File: config.mk
export PLATFORM = sky130hd
export DESIGN_NAME = axi_pattern_master
export DESIGN_NICKNAME = d
export VERILOG_FILES = /design/src/rtl/axi_pattern_master.sv
export SDC_FILE = /design/constraint.sdc
export NUM_CORES = 1
export LEC_CHECK = 0
export ABC_AREA = 1
export BUFFER_PORTS_ARGS = -buffer_cell sky130_fd_sc_hd__buf_2
export CORE_ASPECT_RATIO = 0.6
export CORE_MARGIN = 5
export CORE_UTILIZATION = 50
export DETAILED_ROUTE_END_ITERATION = 8
export MAX_ROUTING_LAYER = met4
export PLACE_DENSITY = 0.89
export SLEW_MARGIN = 20
export SYNTH_ARGS = -nofsm -noshare
export SYNTH_HDL_FRONTEND = slang
export SYNTH_SLANG_ARGS = --single-unit
File: constraint.sdc
create_clock -name clk -period 2.9 [get_ports clk]
set_input_delay 0.145 -clock clk [delete_from_list [all_inputs] [get_ports clk]]
set_output_delay 0.145 -clock clk [all_outputs]
set_load 0.01 [all_outputs]
File: src/rtl/axi_pattern_master.sv
// axi_pattern_master
//
// AXI4 initiator that writes one INCR burst of a deterministic pattern, collects the write
// response, reads the same range back and counts mismatching beats. error_count saturates
// at 16'hFFFF and is cleared when a new run starts.
//
// Build option:
//   AXI_PATMST_LFSR_EN  pattern is a Galois LFSR sequence (x^32+x^22+x^2+x+1) seeded by
//                       `seed` (zero seed replaced by 1). Undefined: pattern is seed+k.
//
// Ports:
//   clk, rst_n        clock, asynchronous active-low reset
//   start             run request, sampled only while idle
//   base_addr         burst start address (forced to beat alignment)
//   burst_len         AXLEN of both bursts (burst_len+1 beats)
//   seed              pattern seed
//   busy              high whenever not idle
//   done              one-cycle pulse after the last read beat
//   error_count       error count of the last run
//   m_axi_aw*/w*/b*   AXI write address, data and response channels
//   m_axi_ar*/r*      AXI read address and data channels
// All outputs are driven from flops or constants.

module axi_pattern_master #(
  parameter int unsigned DATA_WIDTH = 64,
  parameter int unsigned ADDR_WIDTH = 32,
  parameter int unsigned STRB_WIDTH = DATA_WIDTH / 8,
  parameter int unsigned ID_WIDTH   = 4,
  parameter int unsigned TXN_ID     = 0
) (
  input  logic                  clk,
  input  logic                  rst_n,

  input  logic                  start,
  input  logic [ADDR_WIDTH-1:0] base_addr,
  input  logic [7:0]            burst_len,
  input  logic [31:0]           seed,
  output logic                  busy,
  output logic                  done,
  output logic [15:0]           error_count,

  output logic [ID_WIDTH-1:0]   m_axi_awid,
  output logic [ADDR_WIDTH-1:0] m_axi_awaddr,
  output logic [7:0]            m_axi_awlen,
  output logic [2:0]            m_axi_awsize,
  output logic [1:0]            m_axi_awburst,
  output logic                  m_axi_awlock,
  output logic [3:0]            m_axi_awcache,
  output logic [2:0]            m_axi_awprot,
  output logic                  m_axi_awvalid,
  input  logic                  m_axi_awready,

  output logic [DATA_WIDTH-1:0] m_axi_wdata,
  output logic [STRB_WIDTH-1:0] m_axi_wstrb,
  output logic                  m_axi_wlast,
  output logic                  m_axi_wvalid,
  input  logic                  m_axi_wready,

  input  logic [ID_WIDTH-1:0]   m_axi_bid,
  input  logic [1:0]            m_axi_bresp,
  input  logic                  m_axi_bvalid,
  output logic                  m_axi_bready,

  output logic [ID_WIDTH-1:0]   m_axi_arid,
  output logic [ADDR_WIDTH-1:0] m_axi_araddr,
  output logic [7:0]            m_axi_arlen,
  output logic [2:0]            m_axi_arsize,
  output logic [1:0]            m_axi_arburst,
  output logic                  m_axi_arlock,
  output logic [3:0]            m_axi_arcache,
  output logic [2:0]            m_axi_arprot,
  output logic                  m_axi_arvalid,
  input  logic                  m_axi_arready,

  input  logic [ID_WIDTH-1:0]   m_axi_rid,
  input  logic [DATA_WIDTH-1:0] m_axi_rdata,
  input  logic [1:0]            m_axi_rresp,
  input  logic                  m_axi_rlast,
  input  logic                  m_axi_rvalid,
  output logic                  m_axi_rready
);

  localparam logic [ID_WIDTH-1:0]   TxnId    = ID_WIDTH'(TXN_ID);
  localparam logic [2:0]            AxSize   = 3'($clog2(STRB_WIDTH));
  localparam logic [ADDR_WIDTH-1:0] AddrMask = ~(ADDR_WIDTH'(STRB_WIDTH - 1));

  typedef enum logic [2:0] {
    StIdle,
    StWaddr,
    StWdata,
    StWresp,
    StRaddr,
    StRdata
  } state_e;

  // First pattern word of a run.
  function automatic logic [31:0] pat_init(input logic [31:0] s);
`ifdef AXI_PATMST_LFSR_EN
    pat_init = (s == 32'h0) ? 32'h1 : s;
`else
    pat_init = s;
`endif
  endfunction

  // Pattern word of beat k+1 from that of beat k.
  function automatic logic [31:0] pat_next(input logic [31:0] p);
`ifdef AXI_PATMST_LFSR_EN
    pat_next = p[0] ? ((p >> 1) ^ 32'h8020_0003) : (p >> 1);
`else
    pat_next = p + 32'h1;
`endif
  endfunction

  function automatic logic [DATA_WIDTH-1:0] pat_rep(input logic [31:0] p);
    pat_rep = {(DATA_WIDTH / 32){p}};
  endfunction

  state_e                  state_q, state_d;
  logic [ADDR_WIDTH-1:0]   addr_q, addr_d;
  logic [7:0]              len_q, len_d;
  logic [31:0]             p0_q, p0_d;
  logic [31:0]             pat_q, pat_d;
  logic [DATA_WIDTH-1:0]   wdata_q, wdata_d;
  logic                    wlast_q, wlast_d;
  logic [7:0]              beat_q, beat_d;
  logic [15:0]             err_q, err_d;
  logic                    done_q, done_d;
  logic                    busy_q, busy_d;
  logic                    awvalid_q, awvalid_d;
  logic                    wvalid_q, wvalid_d;
  logic                    bready_q, bready_d;
  logic                    arvalid_q, arvalid_d;
  logic                    rready_q, rready_d;
  logic                    err_inc;

  logic aw_hs, w_hs, b_hs, ar_hs, r_hs, r_last_beat, r_bad, b_bad;

  assign aw_hs       = awvalid_q & m_axi_awready;
  assign w_hs        = wvalid_q & m_axi_wready;
  assign b_hs        = bready_q & m_axi_bvalid;
  assign ar_hs       = arvalid_q & m_axi_arready;
  assign r_hs        = rready_q & m_axi_rvalid;
  assign r_last_beat = (beat_q == len_q);

  assign b_bad = (m_axi_bresp != 2'b00) || (m_axi_bid != TxnId);
  assign r_bad = (m_axi_rdata != pat_rep(pat_q)) || (m_axi_rresp != 2'b00) ||
                 (m_axi_rid != TxnId) || (m_axi_rlast != r_last_beat);

  // State register.
  always_ff @(posedge clk or negedge rst_n) begin
    if (!rst_n) begin
      state_q <= StIdle;
    end else begin
      state_q <= state_d;
    end
  end

  // Next-state logic.
  always_comb begin
    state_d = state_q;
    unique case (state_q)
      StIdle:  if (start)                state_d = StWaddr;
      StWaddr: if (aw_hs)                state_d = StWdata;
      StWdata: if (w_hs && wlast_q)      state_d = StWresp;
      StWresp: if (b_hs)                 state_d = StRaddr;
      StRaddr: if (ar_hs)                state_d = StRdata;
      StRdata: if (r_hs && r_last_beat)  state_d = StIdle;
      default:                           state_d = StIdle;
    endcase
  end

  // Output and datapath next-state logic.
  always_comb begin
    addr_d  = addr_q;
    len_d   = len_q;
    p0_d    = p0_q;
    pat_d   = pat_q;
    wdata_d = wdata_q;
    wlast_d = wlast_q;
    beat_d  = beat_q;
    err_d   = err_q;
    done_d  = 1'b0;
    err_inc = 1'b0;

    unique case (state_q)
      StIdle: begin
        if (start) begin
          addr_d  = base_addr & AddrMask;
          len_d   = burst_len;
          p0_d    = pat_init(seed);
          pat_d   = pat_init(seed);
          wdata_d = pat_rep(pat_init(seed));
          wlast_d = (burst_len == 8'd0);
          beat_d  = 8'd0;
          err_d   = 16'd0;
        end
      end
      StWdata: begin
        if (w_hs) begin
          // Payload for the next beat is loaded the cycle after acceptance.
          beat_d  = beat_q + 8'd1;
          pat_d   = pat_next(pat_q);
          wdata_d = pat_rep(pat_next(pat_q));
          wlast_d = ((beat_q + 8'd1) == len_q);
        end
      end
      StWresp: begin
        if (b_hs) begin
          err_inc = b_bad;
          beat_d  = 8'd0;
          pat_d   = p0_q;  // replay the sequence for the read-back compare
        end
      end
      StRdata: begin
        if (r_hs) begin
          err_inc = r_bad;
          beat_d  = beat_q + 8'd1;
          pat_d   = pat_next(pat_q);
          done_d  = r_last_beat;
        end
      end
      default: ;
    endcase

    if (err_inc && (err_q != 16'hFFFF)) begin
      err_d = err_q + 16'd1;
    end

    // Handshake outputs registered from the upcoming state.
    busy_d    = (state_d != StIdle);
    awvalid_d = (state_d == StWaddr);
    wvalid_d  = (state_d == StWdata);
    bready_d  = (state_d == StWresp);
    arvalid_d = (state_d == StRaddr);
    rready_d  = (state_d == StRdata);
  end

  always_ff @(posedge clk or negedge rst_n) begin
    if (!rst_n) begin
      addr_q    <= '0;
      len_q     <= '0;
      p0_q      <= '0;
      pat_q     <= '0;
      wdata_q   <= '0;
      wlast_q   <= 1'b0;
      beat_q    <= '0;
      err_q     <= '0;
      done_q    <= 1'b0;
      busy_q    <= 1'b0;
      awvalid_q <= 1'b0;
      wvalid_q  <= 1'b0;
      bready_q  <= 1'b0;
      arvalid_q <= 1'b0;
      rready_q  <= 1'b0;
    end else begin
      addr_q    <= addr_d;
      len_q     <= len_d;
      p0_q      <= p0_d;
      pat_q     <= pat_d;
      wdata_q   <= wdata_d;
      wlast_q   <= wlast_d;
      beat_q    <= beat_d;
      err_q     <= err_d;
      done_q    <= done_d;
      busy_q    <= busy_d;
      awvalid_q <= awvalid_d;
      wvalid_q  <= wvalid_d;
      bready_q  <= bready_d;
      arvalid_q <= arvalid_d;
      rready_q  <= rready_d;
    end
  end

  assign busy        = busy_q;
  assign done        = done_q;
  assign error_count = err_q;

  assign m_axi_awid    = TxnId;
  assign m_axi_awaddr  = addr_q;
  assign m_axi_awlen   = len_q;
  assign m_axi_awsize  = AxSize;
  assign m_axi_awburst = 2'b01;
  assign m_axi_awlock  = 1'b0;
  assign m_axi_awcache = 4'd0;
  assign m_axi_awprot  = 3'd0;
  assign m_axi_awvalid = awvalid_q;

  assign m_axi_wdata  = wdata_q;
  assign m_axi_wstrb  = '1;
  assign m_axi_wlast  = wlast_q;
  assign m_axi_wvalid = wvalid_q;

  assign m_axi_bready = bready_q;

  assign m_axi_arid    = TxnId;
  assign m_axi_araddr  = addr_q;
  assign m_axi_arlen   = len_q;
  assign m_axi_arsize  = AxSize;
  assign m_axi_arburst = 2'b01;
  assign m_axi_arlock  = 1'b0;
  assign m_axi_arcache = 4'd0;
  assign m_axi_arprot  = 3'd0;
  assign m_axi_arvalid = arvalid_q;

  assign m_axi_rready = rready_q;

endmodule

# == Word-level counts from Yosys, hierarchy flattened ==
# Cells that the tools add are included.
# classes
n_addsub,3
n_eq_ne,19
mux,31
bitwise,5
reduce_logical,22
# op_table
op,n
$mux 32,4
$mux 64,2
$pmux 32 s4,1
$pmux 64 s2,1
$ne 64x64->1,1
$mux 16,3
$add 32x1->32 const B,1
$mux 8,4
$pmux 8 s4,1
$mux 3,6
$pmux 3 s6,1
$add 16x1->16 const B,1
$eq 8x8->1,2
$ne 16x16->1 const B,1
$eq 3x2->1 const B,4
$eq 3x3->1 const B,4
$reduce_bool 4->1,3
$reduce_bool 2->1,5
$add 8x1->8 const B,1
$logic_not 8->1,1
$ne 2x2->1 const B,4
$eq 3x1->1 const B,2
$mux 1,6
$and 1x1->1,5
9 further kinds,16
# word_totals
reg_bits,200
wordCells,96

# == Depth between registers and ports, before layout ==
# Gate-level depths: netlist of run 1.
# logic_depth
depth_word,9
mapped_depth,17
mapped_depth_nobuf,16

# == Least setup slack after synthesis of run 1 ==
# OpenSTA, ideal clock, no wires.
# synth_path
kind,reg2reg
startpoint,register pat_q[0]
endpoint,"register wdata_q[56], in the netlist m_axi_wdata[56]"
setup_ns,0.122
arrival_ns,1.707
required_ns,2.778
slack_ns,1.071
path_stages_with_launch,12
synth_period_minus_slack_ns,1.829
cell_sequence,dfrtp_1 ha_1 nand3_2 nor3_4 nand2_2 nor2_2 nand3_2 nor2_2 xor2_1 nand2_1 o211ai_2 nand2_1
# synth_between
elab_chain_len,3
# synth_rtl
element,line_no,source
"start, declared",122,"logic [31:0] pat_q, pat_d;"
"start signal, assigned",259,pat_q <= pat_d;
$add 32x1->32,110,pat_next = p + 32'h1;
$mux 64,199,if (w_hs) begin
$pmux 64 s2,185,unique case (state_q)
"end signal, assigned",260,wdata_q <= wdata_d;
"end, declared",123,"logic [DATA_WIDTH-1:0] wdata_q, wdata_d;"
# No other way between the ends. The select of a mux whose other input is x is not followed.
# A chain may end at the register's enable or synchronous reset.

# == Worst setup path after layout of run 1 ==
# Same ends and word-level chain as after synthesis.

==> results of run 1 <==
timing repair:
action / CTS / global route
hold buffers: 64 / 1
endpoints found under the hold margin: 131 / 1
setup endpoints to repair: 0 / 0
power by group:
part           switching [W]  leakage [nW]  internal [W]
Combinational        0.00410          4.45       0.00228
Clock                0.00103         0.282       0.00123
Sequential           0.00109          2.09       0.00333
Total                0.00622          6.82       0.00684
area by class of cell:
| type | instances | area [um^2] |
|---|---|---|
| clock buffers | 18 | 439 |
| repair buffers | 397 | 2390 |
| multi-input cells | 1005 | 4920 |
| flip-flops and latches | 168 | 4200 |
| well taps | 279 | 349 |
| inverters | 136 | 510 |
| clock inverters | 14 | 135 |
| fillers | 1865 | 8030 |
| diodes | 3 | 7.51 |
worst min-delay path, stage by stage:
cell and delay (ns):
buf_2 0.12, inv_1 0.06, o21ai_0 0.08
sequential cells by signal, summed over array words and instances, names as in the netlist, 3 cells and up:
name          count
m_axi_arlen       8
state_q           3
pat_q            32
m_axi_araddr     29
p0_q             32
error_count      16
beat_q            8
m_axi_wdata      32
metrics by stage:
stage               cell area [um^2]  hold WS, ns  instances
floorplan                      10800       -0.151       1483
global placement               11700        0.215       1920
detailed placement             11700        0.205       1920
CTS                            12900     0.000106       2016
global route                   13000      0.00456       2019
finish                         13000       0.0235       2020
cell families (layout without fill, tap and decap cells):
group | count (synthesis) | after routing | share of synthesized area [%]
xor+xnor | 65 | 65 | 5.43
flops | 168 | 168 | 39.5
buf+inv | 310 | 565 | 15.9
other cells | 2 | 51 | 0.0706
compound gates | 199 | 199 | 11.0
fa+ha+maj | 3 | 3 | 0.353
simple gates | 690 | 690 | 27.7
layer usage:
metal | vias to the layer above | global-route usage [%]
li1 | 5017 | -
met1 | 4986 | 41.3
met2 | 639 | 44.4
met3 | 71 | 8.31
met4 | 0 | 8.99
met5 | - | -
cell usage after synthesis (all sizes together):
| cell | instances |
|---|---|
| clkbuf | 31 |
| o22ai | 5 |
| ha | 3 |
| a41oi | 1 |
| o211ai | 7 |
| o21ai | 102 |
| o221ai | 12 |
| a31o | 1 |
| o21a | 15 |
| nand2 | 478 |
| nand3b | 6 |
| nand4 | 30 |
| nand3 | 56 |
| a211oi | 1 |
| nor4 | 5 |
| a22oi | 6 |
| or2 | 6 |
| nor3 | 24 |
| xor2 | 40 |
| o22a | 1 |
| buf | 143 |
| o21bai | 1 |
| a31oi | 3 |
| dfrtp | 168 |
| xnor2 | 25 |
| conb | 2 |
| clkinv | 4 |
| a21oi | 36 |
| nor2 | 85 |
| a221oi | 8 |
| inv | 132 |
worst min-delay path by stage:
stage	end	slack, ns	cells past startpoint
2_1_floorplan	beat_q[0]$_DFFE_PN0P_	-0.15	0
3_3_place_gp	m_axi_wdata[51]$_DFFE_PN0P_	0.22	1
3_5_place_dp	m_axi_wdata[51]$_DFFE_PN0P_	0.20	1
4_1_cts	p0_q[31]$_DFFE_PN0P_	0.0001	3
5_1_grt	m_axi_rready$_DFF_PN0_	0.005	3
6_report	p0_q[31]$_DFFE_PN0P_	0.02	3
==> results.yml, run 1 <==
outcome:
  status: "completed"
clock_tree:
  root_buffer: "clkbuf_16"
  cts_resized: 0
  path_clk_slew_ns: 0.07
  h-tree-depth: 4
  postCtsSetupBuffers: 0
  cts_buffers: 17
  clock_latency_ns: 0.43
  cts_tree: "yes"
  cts.path.max_buffers: 2
  cts.sinks: 168
timing:
  fin_crit_sh_pct: 82.6
  finalWorstSetupSlack_ns: 0.503
  max-slew-margin-rel_pct: 45.4
  rsz0062_at_grt: "false"
  max_freq_mhz: 417
  worst_pin_slew_ns: 0.811
  period_minus_slack_ns: 2.40
  finClkSkew_ns: 0.00997
  tns_ns: 0
  hold_viol_final: 0
  drv_slew: 0
  setup_viol: 0
detailed_routing:
  wl_met3_um: 4160
  top_layer_used: "met4"
  wl_per_cell_um: 18.1
  met2_wirelength_um: 15800
  via_per_inst: 5.30
  drc_errors: 0
  drtAntennaViolNets: 0
  firstDrtPassIters: 5
  routed-via-count: 10700
  drt-initial-drc-count: 1180
  wirelength_um: 36500
  m1WireLength_um: 15700
synthesis:
  synth_cell_types: 48
  ys_warn_count: 0
  seq_area_frac_synth_pct: 39.5
  synth-seq-cells: 168
  avgSynthCellArea_um2: 7.40
  synth_top_cell_area_share_pct: 39.5
  synth_cells: 1437
  netlist_area_um2: 10600
  yosys.area.top_type: "dfrtp_1"
  ys_top_cells_by_area: "dfrtp_1 40%, nand2_1 16%, buf_4 8.5%"
floorplan:
  std_cell_rows: 41
  die_w_um: 198
  die_h_um: 123
  die-area_um2: 24400
  start_util_pct: 50.7
  ios: 367
  coreArea_um2: 21000
grt:
  grt_first_pass_wirelength_um: 55600
  grt_start_max_net_pins: 71
  grt_overflow: 0
  grt_usage_pct: 30.2
  antenna_found_initial: 2
  grt_pass1_vias: 10400
final_layout:
  final_cell_mix: "467 x nand2_1, 314 x buf_2, 168 x dfrtp_1"
  utilization_pct: 61.7
  drive_gt1_share_pct: 24.8
  final_nets: 1885
  area_growth_pct: 21.9
  mostFrequentLayoutCell: "nand2_1"
worst_setup_path:
  timing.rr.end: "m_axi_wdata[56]$_DFFE_PN0P_"
  endpoint_kind: "flop"
  cp.buffers_inverters: 0
  reg2reg_from: "pat_q[0]$_DFFE_PN0P_"
  cp.depth: 11
  cp_max_fo: 6
  cp_top_family: "simple AND/OR/NAND/NOR gates"
  start_kind: "flop"
  critPathRequiredTime_ns: 3.22
  arrival_ns: 2.72
  rr_worst_depth: 11
  reg2reg_slack_ns: 0.50
  cp_slowest_cell: "dfrtp_1"
  endpoint: "m_axi_wdata[56]$_DFFE_PN0P_"
  path_cells: "ha_1 > nand3_2 > nor3_4 > nand2_2 > nor2_2 > nand3_2 > nor2_2 > xor2_1 > nand2_1 > o211ai_2 > nand2_1"
  crit_type: "reg2reg"
  cpPeakStageDelay_ns: 0.53
  setup.worst_path.start: "pat_q[0]$_DFFE_PN0P_"
power:
  p_total_w: 0.0131
  pwr_density_cell_nw_per_um2: 1010
  p_leak_nw: 6.82
  ir_drop_uv: 535
hold_path:
  min_from: "seed[31]"
  hp-class: "in2reg"
placement:
  io_buffer_count: 315
  routabilityCongestion: 0.950
  post-place-ws_ns: 0.575
  dp_hpwl_um: 27100
run:
  maxCapViolations: 0
Power figures use the tool's default switching activity.
==> run 2, diff against run 1 <==
- ABC_AREA: 1 -> 0
- clock period: 2.9 -> 2.4 ns (I/O delays scaled with it)
==> results.yml, run 2 <==
outcome:
  status: "complete, but fails checks"
  violations: "setup timing"
power:
  p_total_w: 0.0171
  ir_drop_uv: 708
  p_leak_nw: 6.87
  pwr_density_cell_nw_per_um2: 1250
synthesis:
  ys_top_cells_by_area: "dfrtp_1 41%, nand2_1 11%, buf_4 8.6%"
  synth_edf_count: 0
  ys_warn_count: 0
  synth_cells: 1263
  synth-seq-cells: 168
  seq_area_frac_synth_pct: 41.2
  synth_top_cell_area_share_pct: 41.2
  synth_cell_types: 60
  netlist_area_um2: 10200
  avgSynthCellArea_um2: 8.09
  synth_most_common_cell: "nand2_1"
  async_flop_share_pct: 100
  synth-main-ff-cell: "dfrtp_1"
  yosys.area.top_type: "dfrtp_1"
  synthTopCellsByCount: "306 x nand2_1, 168 x dfrtp_1, 117 x buf_4"
worst_setup_path:
  reg2reg_slack_ns: -0.24
  timing.rr.end: "error_count[10]$_DFFE_PN0P_"
  endpoint_kind: "flop"
  critPathRequiredTime_ns: 2.74
  path_cells: "xor2_1 > a2111o_1 > a2111oi_2 > nand4_1 > buf_4 > or4_4 > and4_1 > a221o_1"
  reg2reg_from: "pat_q[12]$_DFFE_PN0P_"
  crit_type: "reg2reg"
  cp.buffers_inverters: 1
  start_kind: "flop"
  arrival_ns: 2.97
  cpPeakStageDelay_ns: 0.45
  cp_slowest_cell: "a2111o_1"
  cp_top_family: "compound AO/OA/AOI/OAI gates"
  rr_worst_depth: 8
  cp_max_fo: 3
grt:
  grt_overflow: 0
  antenna_found_initial: 4
  grt_start_max_net_pins: 76
  grt_first_pass_wirelength_um: 58800
  grt_pass1_vias: 10600
  grt_usage_pct: 32.5
placement:
  routabilityCongestion: 0.982
  io_buffer_count: 315
  dp_hpwl_um: 27700
  dpl-instance-area_um2: 12100
clock_tree:
  clock_latency_ns: 0.45
  path_clk_slew_ns: 0.08
  root_buffer: "clkbuf_16"
  cts.path.max_buffers: 2
  h-tree-depth: 4
  cts_buffers: 17
  cts_tree: "yes"
  cts.sinks: 168
detailed_routing:
  wirelength_um: 38400
  drc_errors: 0
  firstDrtPassIters: 9
  drtAntennaViolNets: 0
  routed-via-count: 11000
  wl_per_cell_um: 19.9
  drt-initial-drc-count: 1250
  via_per_inst: 5.69
timing:
  drv_slew: 0
  hold_viol_final: 0
  finalWorstSetupSlack_ns: -0.235
  max_freq_mhz: 379
  worst_pin_slew_ns: 0.747
  fin_crit_sh_pct: 110
  period_minus_slack_ns: 2.64
  rsz0062_at_grt: "true"
  finClkSkew_ns: 0.0153
  max-slew-margin-rel_pct: 50.2
  setup_viol: 15
final_layout:
  utilization_pct: 68.4
  final_nets: 1806
  n_fill_cell: 1564
  mostFrequentLayoutCell: "buf_2"
  area_growth_pct: 34.5
  final_cell_mix: "314 x buf_2, 306 x nand2_1, 164 x dfrtp_1"
  drive_gt1_share_pct: 31.3
  fin_area_um2: 13700
floorplan:
  die-area_um2: 23500
  ios: 367
  die_w_um: 195
  coreArea_um2: 20100
  die_h_um: 121
  std_cell_rows: 40
  start_util_pct: 50.9
hold_path:
  min_from: "m_axi_rvalid"
  hp-class: "in2reg"
  holdPathEnd: "done$_DFF_PN0_"
  hold_path_depth: 3
run:
  maxCapViolations: 0
[run 2: cell types whose count changed after synthesis, moves of 19 or more]
cell      before  now
inv_2         25    0
nand2_1      467  306
o21ai_1       19    0
clkbuf_1      27   65
and3_1         0   20
nor2_1        77   96
xnor2_1       24   52
inv_1        107   20
[run 2: kinds of logic (layout without fill, tap and decap cells)]
family | count (synthesis) | in the layout | synth area share, %
other cells | 2 | 52 | 0.0735
simple gates | 560 | 560 | 24.1
flops | 168 | 168 | 41.2
fa+ha+maj | 3 | 3 | 0.368
compound gates | 233 | 233 | 14.8
xor+xnor | 77 | 77 | 6.60
mux | 5 | 5 | 0.502
buf+inv | 215 | 565 | 12.4
[run 2: layout make-up]
cell class | count | area (um^2) | area share (%)
sequential | 168 | 4210 | 30.6
clock inverter | 13 | 168 | 1.22
antenna | 4 | 10.0 | 0.0729
multi-input combinational | 926 | 5110 | 37.2
tap | 273 | 342 | 2.49
inverter | 20 | 75.1 | 0.547
timing repair buffer | 513 | 3370 | 24.5
clock buffer | 19 | 453 | 3.30
[run 2: power breakdown]
group | internal, W | leakage (nW) | total [W] | switching (W)
combinational | 0.00376 | 4.45 | 0.00917 | 0.00541
sequential | 0.00402 | 2.12 | 0.00503 | 0.00101
clock | 0.00170 | 0.300 | 0.00294 | 0.00123
total | 0.00948 | 6.87 | 0.0171 | 0.00765
[run 2: worst max-delay path by stage]
| stage | startpoint | to | slack, ns | depth (start not counted) |
|---|---|---|---|---|
| global route | pat_q[17]$_DFFE_PN0P_ | error_count[10]$_DFFE_PN0P_ | -0.31 | 8 |
| detailed placement | m_axi_rresp[1] | error_count[10]$_DFFE_PN0P_ | -0.28 | 8 |
| floorplan | pat_q[17]$_DFFE_PN0P_ | error_count[10]$_DFFE_PN0P_ | -0.06 | 7 |
| global placement | m_axi_rresp[1] | error_count[10]$_DFFE_PN0P_ | -0.29 | 8 |
| CTS | pat_q[12]$_DFFE_PN0P_ | error_count[2]$_DFFE_PN0P_ | -0.14 | 10 |
| finish | pat_q[12]$_DFFE_PN0P_ | error_count[10]$_DFFE_PN0P_ | -0.24 | 8 |
[run 2: what timing repair did]
| item | 4_1_cts | 5_1_grt |
|---|---|---|
| endpoints found under the hold margin | 148 | 0 |
| hold buffers | 70 | 0 |
| pin swaps | 12 | 6 |
| gates cloned | 1 | 0 |
| setup buffers | 3 | 7 |
| setup endpoints to repair | 22 | 43 |
| resized for setup | 15 | 21 |
[run 2: routing by layer]
layer / track usage (%) / up-vias / wire length (um)
met5: - / - / 0
met4: 11.3 / 0 / 1130
met3: 8.30 / 102 / 4390
met2: 49.4 / 775 / 17800
met1: 42.9 / 5235 / 15200
li1: - / 4901 / -
[run 2: per-stage QoR]
stage               std cells  setup WS [ns]  hold WS (ns)  TNS, ns
floorplan                1309        -0.0561        -0.176  -0.0561
global placement         1818         -0.290         0.201    -3.04
detailed placement       1818         -0.282         0.205    -3.19
CTS                      1924         -0.136       0.00906    -1.51
global route             1936         -0.313        0.0304    -3.91
finish                   1936         -0.235        0.0239    -2.61
[run 2: tightest hold or removal path, delay by kind of cell]
kind	cells	cell delay (ns)
simple gates	2	0.18
buf+inv	1	0.13
==> run 3, diff against run 2 <==
- PLACE_DENSITY: 0.89 -> 0.8
==> results.yml, run 3 (synthesis results as in run 2) <==
outcome:
  status: "complete, but fails checks"
  violations: "setup timing"
timing:
  max_freq_mhz: 390
  fin_crit_sh_pct: 107
  period_minus_slack_ns: 2.56
  hold_slack_ns: 0.0250
  hold_viol_final: 0
  finalWorstSetupSlack_ns: -0.162
  drv_slew: 0
  finClkSkew_ns: 0.0108
  setup_viol: 14
  max-slew-margin-rel_pct: 57.7
  worst_pin_slew_ns: 0.632
  rsz0062_at_grt: "true"
grt:
  grt_overflow: 0
  grt_usage_pct: 30.9
  busiest_layer: "met2"
  grt_start_max_net_pins: 76
  grt_pass1_vias: 10300
  grtUsageMet3_pct: 8.94
  use_met1_pct: 40.4
  grt_first_pass_wirelength_um: 56100
  antenna_found_initial: 1
  grtUsageMet2_pct: 47.2
worst_setup_path:
  critPathRequiredTime_ns: 2.72
  crit_type: "reg2reg"
  endpoint_kind: "flop"
  arrival_ns: 2.89
  start_kind: "flop"
  cp_max_fo: 6
power:
  p_seq_share_pct: 29.5
  p_clk_share_pct: 16.9
  p_sw_w: 0.00749
  p_leak_nw: 6.85
  ir_drop_uv: 816
  p_int_w: 0.00946
  power.share.switching_pct: 44.2
  pwr_density_cell_nw_per_um2: 1240
  p_comb_share_pct: 53.5
clock_tree:
  cts.sinks: 168
  root_buffer: "clkbuf_16"
  clock_latency_ns: 0.43
  cts_buffers: 17
  h-tree-depth: 4
  path_clk_slew_ns: 0.07
  cts.path.max_buffers: 2
  cts_tree: "yes"
placement:
  dp_hpwl_um: 26700
  io_buffer_count: 315
  routabilityCongestion: 1.00
floorplan:
  die_h_um: 121
  die-area_um2: 23500
  std_cell_rows: 40
  ios: 367
  start_util_pct: 50.9
  coreArea_um2: 20100
  die_w_um: 195
detailed_routing:
  firstDrtPassIters: 5
  wirelength_um: 36900
  wl_per_cell_um: 19.1
  drtAntennaViolNets: 0
  routed-via-count: 10700
  via_per_inst: 5.55
  drt-initial-drc-count: 1127
  drc_errors: 0
hold_path:
  hp-class: "in2reg"
final_layout:
  utilization_pct: 68.2
  n_fill_cell: 1621
  area_growth_pct: 34.0
  mostFrequentLayoutCell: "buf_2"
  drive_gt1_share_pct: 31.0
  final_cell_mix: "314 x buf_2, 306 x nand2_1, 164 x dfrtp_1"
  final_nets: 1801
run:
  maxCapViolations: 0
run 3: cell count changes in the layout (fill, tap and decap cells not counted), moves of 2 or more:
cell       delta
a2111oi_1     +2
nand3_1       +2
clkbuf_1      +2
nand3_2       -2
inv_6         -2
nor2_2        -3
clkinv_4      -2
nor4_1        -2
nor4_2        +2
nor2_4        +3
diode_2       -3
buf_4         -5
run 3: cell type report:
| class | instances | area (um^2) | share of cell area (%) |
|---|---|---|---|
| well taps | 273 | 342 | 2.50 |
| repair buffers | 508 | 3330 | 24.4 |
| multi-input cells | 926 | 5120 | 37.4 |
| clock buffers | 21 | 460 | 3.36 |
| clock inverters | 11 | 145 | 1.06 |
| diodes | 1 | 2.50 | 0.0183 |
| inverters | 20 | 75.1 | 0.548 |
| flip-flops and latches | 168 | 4210 | 30.8 |
run 3: metrics by stage:
step	worst slack, ns	instance area, um^2	TNS [ns]	std cells	total power, W
after floorplan	-0.0561	10400	-0.0561	1309	0.0104
after global placement	-0.172	12100	-1.38	1821	0.0134
after detailed placement	-0.188	12100	-1.82	1821	0.0136
after CTS	-0.117	13500	-1.13	1924	0.0166
after global routing	-0.238	13700	-2.86	1928	0.0180
final	-0.162	13700	-1.80	1928	0.0170
run 3: path summary, 6_finish.rpt:
kind | end | slack, ns | depth (start not counted) | start
setup / recovery | error_count[11]$_DFFE_PN0P_ | -0.16 | 10 | pat_q[17]$_DFFE_PN0P_
hold / removal | done$_DFF_PN0_ | 0.02 | 3 | m_axi_rvalid
setup reg to reg | error_count[11]$_DFFE_PN0P_ | -0.16 | 10 | pat_q[17]$_DFFE_PN0P_
hold reg to reg | p0_q[1]$_DFFE_PN0P_ | 0.48 | 2 | p0_q[1]$_DFFE_PN0P_
max in group asynchronous | m_axi_araddr[10]$_DFFE_PN0P_ | 1.38 | 3 | rst_n
min in group asynchronous | error_count[8]$_DFFE_PN0P_ | 0.21 | 2 | rst_n
run 3: power groups by stage:
| stage | Clock, W | Sequential (W) | Combinational [W] |
|---|---|---|---|
| floorplan | 0 | 0.00506 | 0.00538 |
| global placement | 0 | 0.00492 | 0.00844 |
| detailed placement | 0 | 0.00497 | 0.00863 |
| CTS | 0.00289 | 0.00494 | 0.00876 |
| global route | 0.00300 | 0.00515 | 0.00985 |
| finish | 0.00287 | 0.00501 | 0.00907 |
run 3: critical path, cell delays in order, from the launching register on:
cell and delay (ns):
dfrtp_1 0.38, or3_1 0.39, a222oi_1 0.32, a21boi_2 0.24, nand4_1 0.14, buf_4 0.18, nor4_4 0.14, buf_6 0.17
clkbuf_16 0.17, nor2_2 0.05, a221o_1 0.25
run 3: routing by layer:
| metal | up-vias | wire (um) |
|---|---|---|
| li1 | 4886 | - |
| met1 | 5084 | 15000 |
| met2 | 643 | 16800 |
| met3 | 82 | 4100 |
| met4 | 0 | 930 |
| met5 | - | 0 |
run 3: repair_timing:
| action | 4_1_cts | 5_1_grt |
|---|---|---|
| hold endpoints to repair | 126 | 0 |
| pin swaps | 1 | 14 |
| resized for setup | 3 | 36 |
| gates cloned | 0 | 1 |
| buffers inserted | 1 | 1 |
| hold buffers | 70 | 0 |
| setup endpoints to repair | 15 | 29 |
